### config.mk
export PLATFORM = sky130hd
export DESIGN_NAME = log_lanes_mover_flat
export DESIGN_NICKNAME = d
export VERILOG_FILES = /design/src/rtl/log_lanes_mover_if.sv /design/src/rtl/log_lanes_mover.sv /design/src/flat_wrapper.sv
export SDC_FILE = /design/constraint.sdc
export NUM_CORES = 1
export LEC_CHECK = 0
export ABC_AREA = 1
export CORE_MARGIN = 4
export CORE_UTILIZATION = 40
export CTS_CLUSTER_SIZE = 14
export DETAILED_ROUTE_END_ITERATION = 12
export SLEW_MARGIN = 20
export SYNTH_ARGS = -nofsm -noshare
export SYNTH_HDL_FRONTEND = slang
export SYNTH_SLANG_ARGS = --single-unit
### constraint.sdc
create_clock -name CLK -period 4.25 [get_ports CLK]
set_clock_uncertainty 0.05 [all_clocks]
set_input_delay 0.6375 -clock CLK [delete_from_list [all_inputs] [get_ports CLK]]
set_output_delay 0.6375 -clock CLK [all_outputs]
set_load 0.01 [all_outputs]
### src/rtl/log_lanes_mover_if.sv
// Frame-controller <-> log lane mover bundle: frame strobes and speed level in, log layout and per-lane deltas out.
interface log_lanes_mover_if #(
   parameter int NUM_LANES     = 5,
   parameter int LOGS_PER_LANE = 3
);
   localparam int NUM_OF_LOGS = NUM_LANES * LOGS_PER_LANE;

   logic                         startOfFrame;
   logic                         enable;
   logic                         restart;
   logic [1:0]                   level;
   logic [NUM_OF_LOGS-1:0][10:0] ObjectStartX;
   logic [NUM_OF_LOGS-1:0][10:0] ObjectStartY;
   logic [NUM_LANES-1:0][7:0]    lane_dx;       // two's complement pixels per lane
   logic                         update_done;
   logic                         overrun;

   modport master (
      output startOfFrame, enable, restart, level,
      input  ObjectStartX, ObjectStartY, lane_dx, update_done, overrun
   );
   modport slave (
      input  startOfFrame, enable, restart, level,
      output ObjectStartX, ObjectStartY, lane_dx, update_done, overrun
   );
endinterface

### src/rtl/log_lanes_mover.sv
// River log position generator: one lane per cycle after each frame strobe, Q11.4 positions with X wrap.
// Optional macro LOG_SPEEDUP_EN: speed multiplier = level + 1, latched when each update sequence starts.
module log_lanes_mover #(
   parameter int NUM_LANES     = 5,
   parameter int LOGS_PER_LANE = 3,
   parameter int SCREEN_W      = 640,
   parameter int LANE0_Y       = 80,
   parameter int LANE_PITCH    = 32,
   parameter int LANE_STAGGER  = 40,
   parameter int BASE_SPEED_Q4 = 16,
   parameter int SPEED_STEP_Q4 = 8
) (
   input logic              CLK,
   input logic              RESETn,
   log_lanes_mover_if.slave bus
);
   localparam int                NUM_OF_LOGS = NUM_LANES * LOGS_PER_LANE;
   localparam int                LANE_W      = (NUM_LANES > 1) ? $clog2(NUM_LANES) : 1;
   localparam logic [LANE_W-1:0] LANE_LAST   = LANE_W'(NUM_LANES - 1);
   localparam logic [15:0]       WRAP_Q4     = 16'(SCREEN_W * 16);

   typedef enum logic [0:0] {IDLE = 1'b0, UPDATE = 1'b1} state_t;

   state_t             state_r, state_nxt_s;
   logic [LANE_W-1:0]  lane_r, lane_nxt_s;
   logic               start_s, write_s, done_nxt_s, ovr_set_s;
   logic               done_r, ovr_r;
   logic [2:0]         mult_s;
   logic [7:0]         step_s;
   logic [15:0]        step_ext_s;
   logic signed [16:0] step_sgn_s;
   logic [NUM_LANES-1:0][14:0] head_pos_s;

   function automatic logic [7:0] lane_step(input logic [LANE_W-1:0] lane, input logic [2:0] mult);
      return 8'((BASE_SPEED_Q4 + int'(lane) * SPEED_STEP_Q4) * int'(mult));
   endfunction

`ifdef LOG_SPEEDUP_EN
   logic [2:0] mult_r;

   // frame multiplier, captured as the update sequence starts and held for that frame
   always_ff @(posedge CLK or negedge RESETn) begin
      if (!RESETn) begin
         mult_r <= 3'd1;
      end else if (bus.restart) begin
         mult_r <= 3'd1;
      end else if (start_s) begin
         mult_r <= {1'b0, bus.level} + 3'd1;
      end else begin
         mult_r <= mult_r;
      end
   end
   assign mult_s = mult_r;
`else
   logic [1:0] unused_level;
   assign unused_level = bus.level;
   assign mult_s       = 3'd1;
`endif

   assign step_s     = lane_step(lane_r, mult_s);
   assign step_ext_s = {8'd0, step_s};
   assign step_sgn_s = $signed({9'd0, step_s});

   // sequencer state register
   always_ff @(posedge CLK or negedge RESETn) begin
      if (!RESETn) begin
         state_r <= IDLE;
         lane_r  <= '0;
      end else begin
         state_r <= state_nxt_s;
         lane_r  <= lane_nxt_s;
      end
   end

   // next state and per-cycle strobes; restart aborts any sequence in flight
   always_comb begin
      state_nxt_s = state_r;
      lane_nxt_s  = lane_r;
      start_s     = 1'b0;
      write_s     = 1'b0;
      done_nxt_s  = 1'b0;
      ovr_set_s   = 1'b0;
      if (bus.restart) begin
         state_nxt_s = IDLE;
         lane_nxt_s  = '0;
      end else begin
         case (state_r)
            IDLE: begin
               if (bus.startOfFrame) begin
                  state_nxt_s = UPDATE;
                  lane_nxt_s  = '0;
                  start_s     = 1'b1;
               end else begin
                  state_nxt_s = IDLE;
               end
            end
            UPDATE: begin
               write_s   = 1'b1;
               ovr_set_s = bus.startOfFrame;
               if (lane_r == LANE_LAST) begin
                  state_nxt_s = IDLE;
                  lane_nxt_s  = '0;
                  done_nxt_s  = 1'b1;
               end else begin
                  lane_nxt_s = lane_r + LANE_W'(1);
               end
            end
            default: begin
               state_nxt_s = IDLE;
               lane_nxt_s  = '0;
            end
         endcase
      end
   end

   // completion pulse and sticky overrun flag
   always_ff @(posedge CLK or negedge RESETn) begin
      if (!RESETn) begin
         done_r <= 1'b0;
         ovr_r  <= 1'b0;
      end else if (bus.restart) begin
         done_r <= 1'b0;
         ovr_r  <= 1'b0;
      end else begin
         done_r <= done_nxt_s;
         ovr_r  <= ovr_r | ovr_set_s;
      end
   end

   assign bus.update_done = done_r;
   assign bus.overrun     = ovr_r;

   for (genvar g = 0; g < NUM_OF_LOGS; g++) begin : g_log
      localparam int                LANE     = g / LOGS_PER_LANE;
      localparam logic [LANE_W-1:0] LANE_IDX = LANE_W'(LANE);
      localparam logic [14:0]       INIT_POS = 15'(((((g % LOGS_PER_LANE) * (SCREEN_W / LOGS_PER_LANE))
                                                    + LANE * LANE_STAGGER) % SCREEN_W) * 16);
      localparam logic [10:0]       INIT_Y   = 11'(LANE0_Y + LANE * LANE_PITCH);

      logic [14:0] pos_r;
      logic [10:0] y_r;
      logic [15:0] cur_s;
      logic [14:0] nxt_s;

      assign cur_s = {1'b0, pos_r};

      // one frame step with wrap: even lanes move right, odd lanes move left
      always_comb begin
         nxt_s = pos_r;
         if (LANE % 2 == 0) begin
            if ((cur_s + step_ext_s) >= WRAP_Q4) begin
               nxt_s = 15'(cur_s + step_ext_s - WRAP_Q4);
            end else begin
               nxt_s = 15'(cur_s + step_ext_s);
            end
         end else if (cur_s < step_ext_s) begin
            nxt_s = 15'(cur_s + WRAP_Q4 - step_ext_s);
         end else begin
            nxt_s = 15'(cur_s - step_ext_s);
         end
      end

      // position reloads on reset/restart and advances in its lane's slot when enabled
      always_ff @(posedge CLK or negedge RESETn) begin
         if (!RESETn) begin
            pos_r <= INIT_POS;
            y_r   <= INIT_Y;
         end else if (bus.restart) begin
            pos_r <= INIT_POS;
            y_r   <= INIT_Y;
         end else begin
            y_r <= y_r;
            if (write_s && bus.enable && (lane_r == LANE_IDX)) begin
               pos_r <= nxt_s;
            end else begin
               pos_r <= pos_r;
            end
         end
      end

      assign bus.ObjectStartX[g] = pos_r[14:4];
      assign bus.ObjectStartY[g] = y_r;

      if (g % LOGS_PER_LANE == 0) begin : g_head
         assign head_pos_s[LANE] = pos_r;
      end
   end

   for (genvar l = 0; l < NUM_LANES; l++) begin : g_lane
      localparam logic [LANE_W-1:0] LANE_IDX = LANE_W'(l);

      logic signed [16:0] old_s, unw_s;
      logic [7:0]         dx_s, dx_r;

      // delta of the lead log measured before wrap, so wrap frames still report the true step
      assign old_s = $signed({2'b00, head_pos_s[l]});
      assign unw_s = (l % 2 == 0) ? (old_s + step_sgn_s) : (old_s - step_sgn_s);
      assign dx_s  = 8'((unw_s >>> 3'd4) - (old_s >>> 3'd4));

      // lane delta register: written in this lane's slot, zero while frozen
      always_ff @(posedge CLK or negedge RESETn) begin
         if (!RESETn) begin
            dx_r <= 8'd0;
         end else if (bus.restart) begin
            dx_r <= 8'd0;
         end else if (write_s && (lane_r == LANE_IDX)) begin
            dx_r <= bus.enable ? dx_s : 8'd0;
         end else begin
            dx_r <= dx_r;
         end
      end

      assign bus.lane_dx[l] = dx_r;
   end
endmodule

### src/flat_wrapper.sv
// flat-port wrapper written by rule: the top's interface ports become plain ports
module log_lanes_mover_flat 
#(
   parameter int NUM_LANES     = 5,
   parameter int LOGS_PER_LANE = 3,
   parameter int SCREEN_W      = 640,
   parameter int LANE0_Y       = 80,
   parameter int LANE_PITCH    = 32,
   parameter int LANE_STAGGER  = 40,
   parameter int BASE_SPEED_Q4 = 16,
   parameter int SPEED_STEP_Q4 = 8
)
  (CLK, RESETn, bus_startOfFrame, bus_enable, bus_restart, bus_level, bus_ObjectStartX, bus_ObjectStartY, bus_lane_dx, bus_update_done, bus_overrun);
  log_lanes_mover_if #(.NUM_LANES(NUM_LANES), .LOGS_PER_LANE(LOGS_PER_LANE)) bus_i ();
  input logic CLK;
  input logic RESETn;
  input wire logic [$bits(bus_i.startOfFrame)-1:0] bus_startOfFrame;
  input wire logic [$bits(bus_i.enable)-1:0] bus_enable;
  input wire logic [$bits(bus_i.restart)-1:0] bus_restart;
  input wire logic [$bits(bus_i.level)-1:0] bus_level;
  output wire logic [$bits(bus_i.ObjectStartX)-1:0] bus_ObjectStartX;
  output wire logic [$bits(bus_i.ObjectStartY)-1:0] bus_ObjectStartY;
  output wire logic [$bits(bus_i.lane_dx)-1:0] bus_lane_dx;
  output wire logic [$bits(bus_i.update_done)-1:0] bus_update_done;
  output wire logic [$bits(bus_i.overrun)-1:0] bus_overrun;
  assign bus_i.startOfFrame = bus_startOfFrame;
  assign bus_i.enable = bus_enable;
  assign bus_i.restart = bus_restart;
  assign bus_i.level = bus_level;
  assign bus_ObjectStartX = bus_i.ObjectStartX;
  assign bus_ObjectStartY = bus_i.ObjectStartY;
  assign bus_lane_dx = bus_i.lane_dx;
  assign bus_update_done = bus_i.update_done;
  assign bus_overrun = bus_i.overrun;
  log_lanes_mover #(.NUM_LANES(NUM_LANES), .LOGS_PER_LANE(LOGS_PER_LANE), .SCREEN_W(SCREEN_W), .LANE0_Y(LANE0_Y), .LANE_PITCH(LANE_PITCH), .LANE_STAGGER(LANE_STAGGER), .BASE_SPEED_Q4(BASE_SPEED_Q4), .SPEED_STEP_Q4(SPEED_STEP_Q4)) u_core (.CLK(CLK), .RESETn(RESETn), .bus(bus_i));
endmodule
==> results of run 1 <==
==> layer usage <==
layer	share of wire [%]	wire length [µm]
met2	46	29460
met4	2.2	1386
met1	47	30300
met5	0	0
met3	4.7	3006
==> flip-flops by register name (all words and copies together) (netlist names) <==
register,count
u_core.bus.overrun,1
u_core.bus.update_done,1
u_core.g_lane.dx_r,40
u_core.g_log.pos_r,186
u_core.lane_r,3
u_core.state_r,1
==> metrics by stage <==
| stage | worst slack (ns) | hold slack (ns) |
|---|---|---|
| finish | 0.4610 | 0.04129 |
| global route | 0.2073 | 0.1080 |
| CTS | 0.4517 | 0.08475 |
| detailed placement | 0.4950 | 0.4173 |
| global placement | 0.5321 | 0.4176 |
| floorplan | 0.4092 | 0.2919 |
==> power groups by stage <==
stage                     Sequential (mW)  Combinational [mW]  Clock, mW
after floorplan                      2.30               0.565          0
after global placement               2.30               0.671          0
after detailed placement             2.30               0.673          0
after CTS                            2.26               0.677       3.13
after global routing                 2.27               0.764       3.21
final                                2.26               0.671       3.02
==> worst max-delay path, cell delays in order, from the launching register on <==
cell and delay [ns]:
dfrtp_2 0.41, ha_1 0.31, inv_1 0.46, ha_1 0.40, nand3b_1 0.10, nand2_1 0.09
inv_1 0.10, nand3_1 0.10, nor2_1 0.68, inv_1 0.44, a21oi_1 0.29, nand3_1 0.10
nand2_1 0.06, nor2_1 0.05
==> layout make-up <==
type / count / area, µm²
fill: 6063 / 32130
multi-input combinational: 2450 / 14110
sequential: 232 / 5883
timing repair buffer: 231 / 2287
inverter: 422 / 1584
clock buffer: 51 / 1049
tap: 765 / 957.2
clock inverter: 11 / 136.4
antenna: 1 / 2.502
==> placed cells by master (no fill, tap or decap), types with 35 or more instances in the layout <==
cell type / n
nand2_1: 765
inv_1: 404
nand3_1: 258
ha_1: 234
nor2_1: 215
clkdlybuf4s50_1: 209
o21ai_0: 196
dfrtp_1: 170
conb_1: 165
a21oi_1: 163
xor2_1: 64
nand4_1: 63
dfstp_2: 61
clkbuf_16: 37
fa_1: 35
==> worst max-delay path by stage <==
| stage | start | end | cells after the start |
|---|---|---|---|
| after floorplan | u_core.lane_r[1] | u_core.g_lane[3].dx_r[7] | 15 |
| after global placement | u_core.lane_r[1] | u_core.g_log[5].pos_r[14] | 13 |
| after detailed placement | u_core.lane_r[1] | u_core.g_log[5].pos_r[14] | 13 |
| after CTS | u_core.lane_r[1] | u_core.g_log[5].pos_r[14] | 13 |
| after global routing | u_core.lane_r[1] | u_core.g_log[5].pos_r[14] | 13 |
| final | u_core.lane_r[1] | u_core.g_log[5].pos_r[14] | 13 |
==> kinds of logic (layout without fill, tap and decap cells) <==
family,Yosys count,after routing
buffers and inverters,798,715
other,2,166
adder cells (fa/ha/maj),269,269
XOR/XNOR,93,93
AND/OR/NAND/NOR,1420,1420
AO/OA/AOI/OAI,503,503
flip-flops,232,232
==> impl_metrics.ini, run 1 <==
[sta]
setup_viol = 0
tightest_slew_ns = 0.9799
finalMaxSlewViolations = 0
hold_viol = 0
slew_headroom_pct = 34.37
tns_ns = 0
min_period_ns = 3.789
rsz0062_at_grt = no
period_share_pct = 89.15
clock.fmax_mhz = 263.9

[critical_path]
critPathLaunchType = register
r2r_slack_ns = 0.46
critical_path_arrival_ns = 4.16
reg2regPathDepth = 13
r2r-start = u_core.lane_r[1]
critical_path.endpoint_type = register
required_ns = 4.62
path_max_fanout = 12
worstSetupPathType = register to register
r2r-end = u_core.g_log[5].pos_r[14]

[power_and_ir_drop]
seqPwrFrac_pct = 38.0
leakagePower_nw = 12.66
p_sw_mw = 1.623
p_comb_share_pct = 11.3
ir_drop_uv = 290.8
internal_power_mw = 4.330
power_density_nw_per_um2 = 228.9
p_total_mw = 5.953
clock_power_share_pct = 50.7
switching_share_pct = 27.26

[global_routing]
use_met1_pct = 26.83
grt_overflow = 0
first_global_vias = 19329
grt_max_degree = 97
grtUsageMet3_pct = 3.362
busiest_layer = met2
grt_usage_pct = 19.63
grtUsageMet2_pct = 32.31
grt_antenna_before_repair = 1
grt_pass1_wl_um = 102500

[min_path]
min_path_type = input port to async pin

[yosys]
seq_area_frac_synth_pct = 24.86
synth_seq_cells = 232
synth_cell_types = 57
synthCells = 3317
synth_xor_area_share_pct = 3.553
synth_top_area_cell = dfrtp_1
synth_edf_count = 0
synth_top_family_by_area = simple AND/OR/NAND/NOR gates
synth-simple-area-share_pct = 26.29
async_flop_share_pct = 100.0
synth_area_leaders = dfrtp_1 18%, ha_1 12%, nand2_1 12%
syn_avg_cell_area_um2 = 7.134
synthDominantCellAreaShare_pct = 18.08
synthMostInstantiatedCell = nand2_1
synthAdderAreaFrac_pct = 15.33
ys.flop_type = dfrtp_1
synth_common_cells = 765 x nand2_1, 405 x inv_1, 336 x buf_4, 258 x nand3_1, 234 x ha_1
netlist_area_um2 = 23660
ys.warnings.count = 0
synth-compound-area-share_pct = 11.83
muxShareOfSynthArea_pct = 0

[floorplanning]
die_x_um = 251.2
io_pins = 379
start_util_pct = 40.70
dieHeight_um = 251.2
design.die.area_um2 = 63110
core-area_um2 = 58140
rows = 88

[routing]
wl_per_cell_um = 15.41
vias = 20292
drc = 0
wirelength_um = 64140
vias_per_cell = 4.874
ant_nets = 0
drt_iter0_markers = 1024
dr.pass1.iters = 5

[clock_tree]
cts_tree = done
clockRootBuffer = clkbuf_16
cts.sinks = 232
insertion_delay_ns = 0.55
clk_transition_reported_paths_ns = 0.06
ctsLongestPathBuffers = 3
cts_resized = 0
post-cts-setup-buffers = 0
cts.htree.levels = 2
cts_hold_buffers = 0
cts_buffers = 34

[layout]
syn2layout_area_growth_pct = 9.909
nets = 3647
drive_gt1_share_pct = 6.565
final_area_um2 = 26010
stdcell_count = 4163
final_util_pct = 44.74

[run]
maxCapViolCount = 0

[placed_design]
port_buffers = 211
dpl.cell_count = 4100
place.gp.congestion = 0.8755
placed_area_um2 = 24820
dp_hpwl_um = 47730

[status]
status = completed
No activity file was read; power rests on OpenSTA's default activity.
==> inputs of run 2 (changes only) <==
Settings changed: CAP_MARGIN set to 20.
==> results of run 2 <==
Final layout, timing and power as in run 1 (identical DEF).
==> inputs of run 3 (changes only) <==
Settings changed: CORE_UTILIZATION 40 to 45, PLACE_DENSITY set to 0.69.
==> run 3 against run 2 <==
Net effect:
- core utilization grew 5.2 points
- first-iteration DRC count increased by 21%
- worst hold slack got worse by 0.038 ns
- final area decreased by 0.73%
- worst setup slack worse by 0.070 ns
- global-route usage increased by 1.4 points
- sequential share of layout area up 0.17 points
- sequential cell count unchanged
- combinational power down 1%
- critical path depth did not move
- largest cell class unchanged
==> impl_metrics.ini, run 3 (synthesis results as in run 1) <==
[clock_tree]
post-cts-setup-buffers = 0
cts_buffers = 31
clockRootBuffer = clkbuf_16
cts_tree = done
cts_resized = 0
insertion_delay_ns = 0.60
cts.sinks = 232
cts.htree.levels = 1
clk_transition_reported_paths_ns = 0.06
cts_hold_buffers = 0
ctsLongestPathBuffers = 3

[global_routing]
first_global_vias = 19252
grt_usage_pct = 21.06
grt_max_degree = 92
grt_pass1_wl_um = 99380
grt_antenna_before_repair = 1
grt_overflow = 0

[power_and_ir_drop]
internal_power_mw = 4.189
power_density_nw_per_um2 = 223.2
seqPwrFrac_pct = 39.3
p_total_mw = 5.763
p_comb_share_pct = 11.5
switching_share_pct = 27.30
clock_power_share_pct = 49.2
leakagePower_nw = 12.61
ir_drop_uv = 320.9
p_sw_mw = 1.573

[layout]
stdcell_count = 4077
antennaDiodeCount = 0
mostFrequentLayoutCell = nand2_1
syn2layout_area_growth_pct = 9.111
largest_register_ffs = 186
drive_gt1_share_pct = 6.476
reg_top3 = u_core.g_log.pos_r (186), u_core.g_lane.dx_r (40), u_core.lane_r (3)
nets = 3648
final_area_um2 = 25820
most-common-layout-cells = 765 x nand2_1, 404 x inv_1, 258 x nand3_1, 234 x ha_1, 215 x nor2_1
final_util_pct = 49.92
regMostFlops = u_core.g_log.pos_r

[critical_path]
crit_slowest_cell = nor2_1
path_delay_family = simple AND/OR/NAND/NOR gates
critical_path.endpoint_type = register
cp_cell_sequence = ha_1 -> inv_1 -> ha_1 -> nand3b_1 -> nand2_1 -> inv_1 -> nand3_1 -> nor2_1 -> inv_1 -> a21oi_1 -> nand3_1 -> nand2_1 -> nor2_1
r2r_slack_ns = 0.39
reg2regPathDepth = 13
required_ns = 4.67
critPathLaunchType = register
path_max_fanout = 12
critical_path_arrival_ns = 4.28
r2r-start = u_core.lane_r[1]
r2r-end = u_core.g_log[5].pos_r[14]
critPathMostFrequentCell = inv_1
cp_slowest_stage_delay_ns = 0.68
worstSetupPathType = register to register
worst-path-buf-inv = 3

[floorplanning]
start_util_pct = 45.75
core-area_um2 = 51720
design.die.area_um2 = 56320
io_pins = 379
die_x_um = 237.3
rows = 83
dieHeight_um = 237.3

[sta]
period_share_pct = 90.81
tns_ns = 0
holdWs_ns = 0.003097
rsz0062_at_grt = no
finalMaxSlewViolations = 0
hold_viol = 0
tightest_slew_ns = 1.036
min_period_ns = 3.859
fin_ws_ns = 0.3906
setup_viol = 0
clock.fmax_mhz = 259.1
slew_headroom_pct = 30.60

[placed_design]
dp_hpwl_um = 46000
place_ws_ns = 0.4694
placed_area_um2 = 24730
dpl.cell_count = 4019
place.gp.congestion = 0.8935
port_buffers = 211

[routing]
wirelength_um = 61750
dr.pass1.iters = 5
vias_per_cell = 5.010
vias = 20427
wl_per_cell_um = 15.15
drc = 0
drt_iter0_markers = 1238
ant_nets = 0

[min_path]
min_path_type = input port to async pin

[status]
status = completed

[run]
maxCapViolCount = 0
-- run 3: cell types whose count changed in the layout (fill, tap and decap cells not counted), sizes merged --
| cell | delta |
|---|---|
| inv | +1 |
| bufinv | +2 |
| clkinvlp | +2 |
| diode | -1 |
| clkinv | -5 |
| buf | +4 |
| clkbuf | -4 |
-- run 3: final cells by class --
| cell class | instances | area, µm² |
|---|---|---|
| clock inverters | 11 | 191.4 |
| fillers | 5093 | 25900 |
| inverters | 422 | 1584 |
| well taps | 680 | 850.8 |
| flip-flops and latches | 232 | 5883 |
| clock buffers | 47 | 895.9 |
| multi-input cells | 2450 | 14110 |
| repair buffers | 235 | 2305 |
-- run 3: how the worst max path moves through the flow --
stage                     start  cells after the start                         to  slack, ns
6_report       u_core.lane_r[1]                     13  u_core.g_log[5].pos_r[14]       0.39
5_1_grt        u_core.lane_r[1]                     13  u_core.g_log[5].pos_r[14]       0.06
4_1_cts        u_core.lane_r[1]                     13  u_core.g_log[5].pos_r[14]       0.44
3_5_place_dp   u_core.lane_r[1]                     13  u_core.g_log[5].pos_r[14]       0.47
3_3_place_gp   u_core.lane_r[1]                     13  u_core.g_log[5].pos_r[14]       0.51
2_1_floorplan  u_core.lane_r[1]                     15   u_core.g_lane[3].dx_r[7]       0.41
-- run 3: layer usage --
layer	global-route usage, %	vias up	share of wire [%]
li1	-	10426	-
met1	28.79	9471	46
met2	35.00	454	46
met3	3.643	76	5.6
met4	4.919	0	2.4
met5	0	-	0
-- run 3: power groups by stage --
stage	combinational, mW	sequential [mW]	clock [mW]
4_1_cts	0.666	2.27	2.92
3_5_place_dp	0.664	2.30	0
5_1_grt	0.753	2.27	3.01
6_report	0.663	2.27	2.83
2_1_floorplan	0.565	2.30	0
3_3_place_gp	0.658	2.30	0
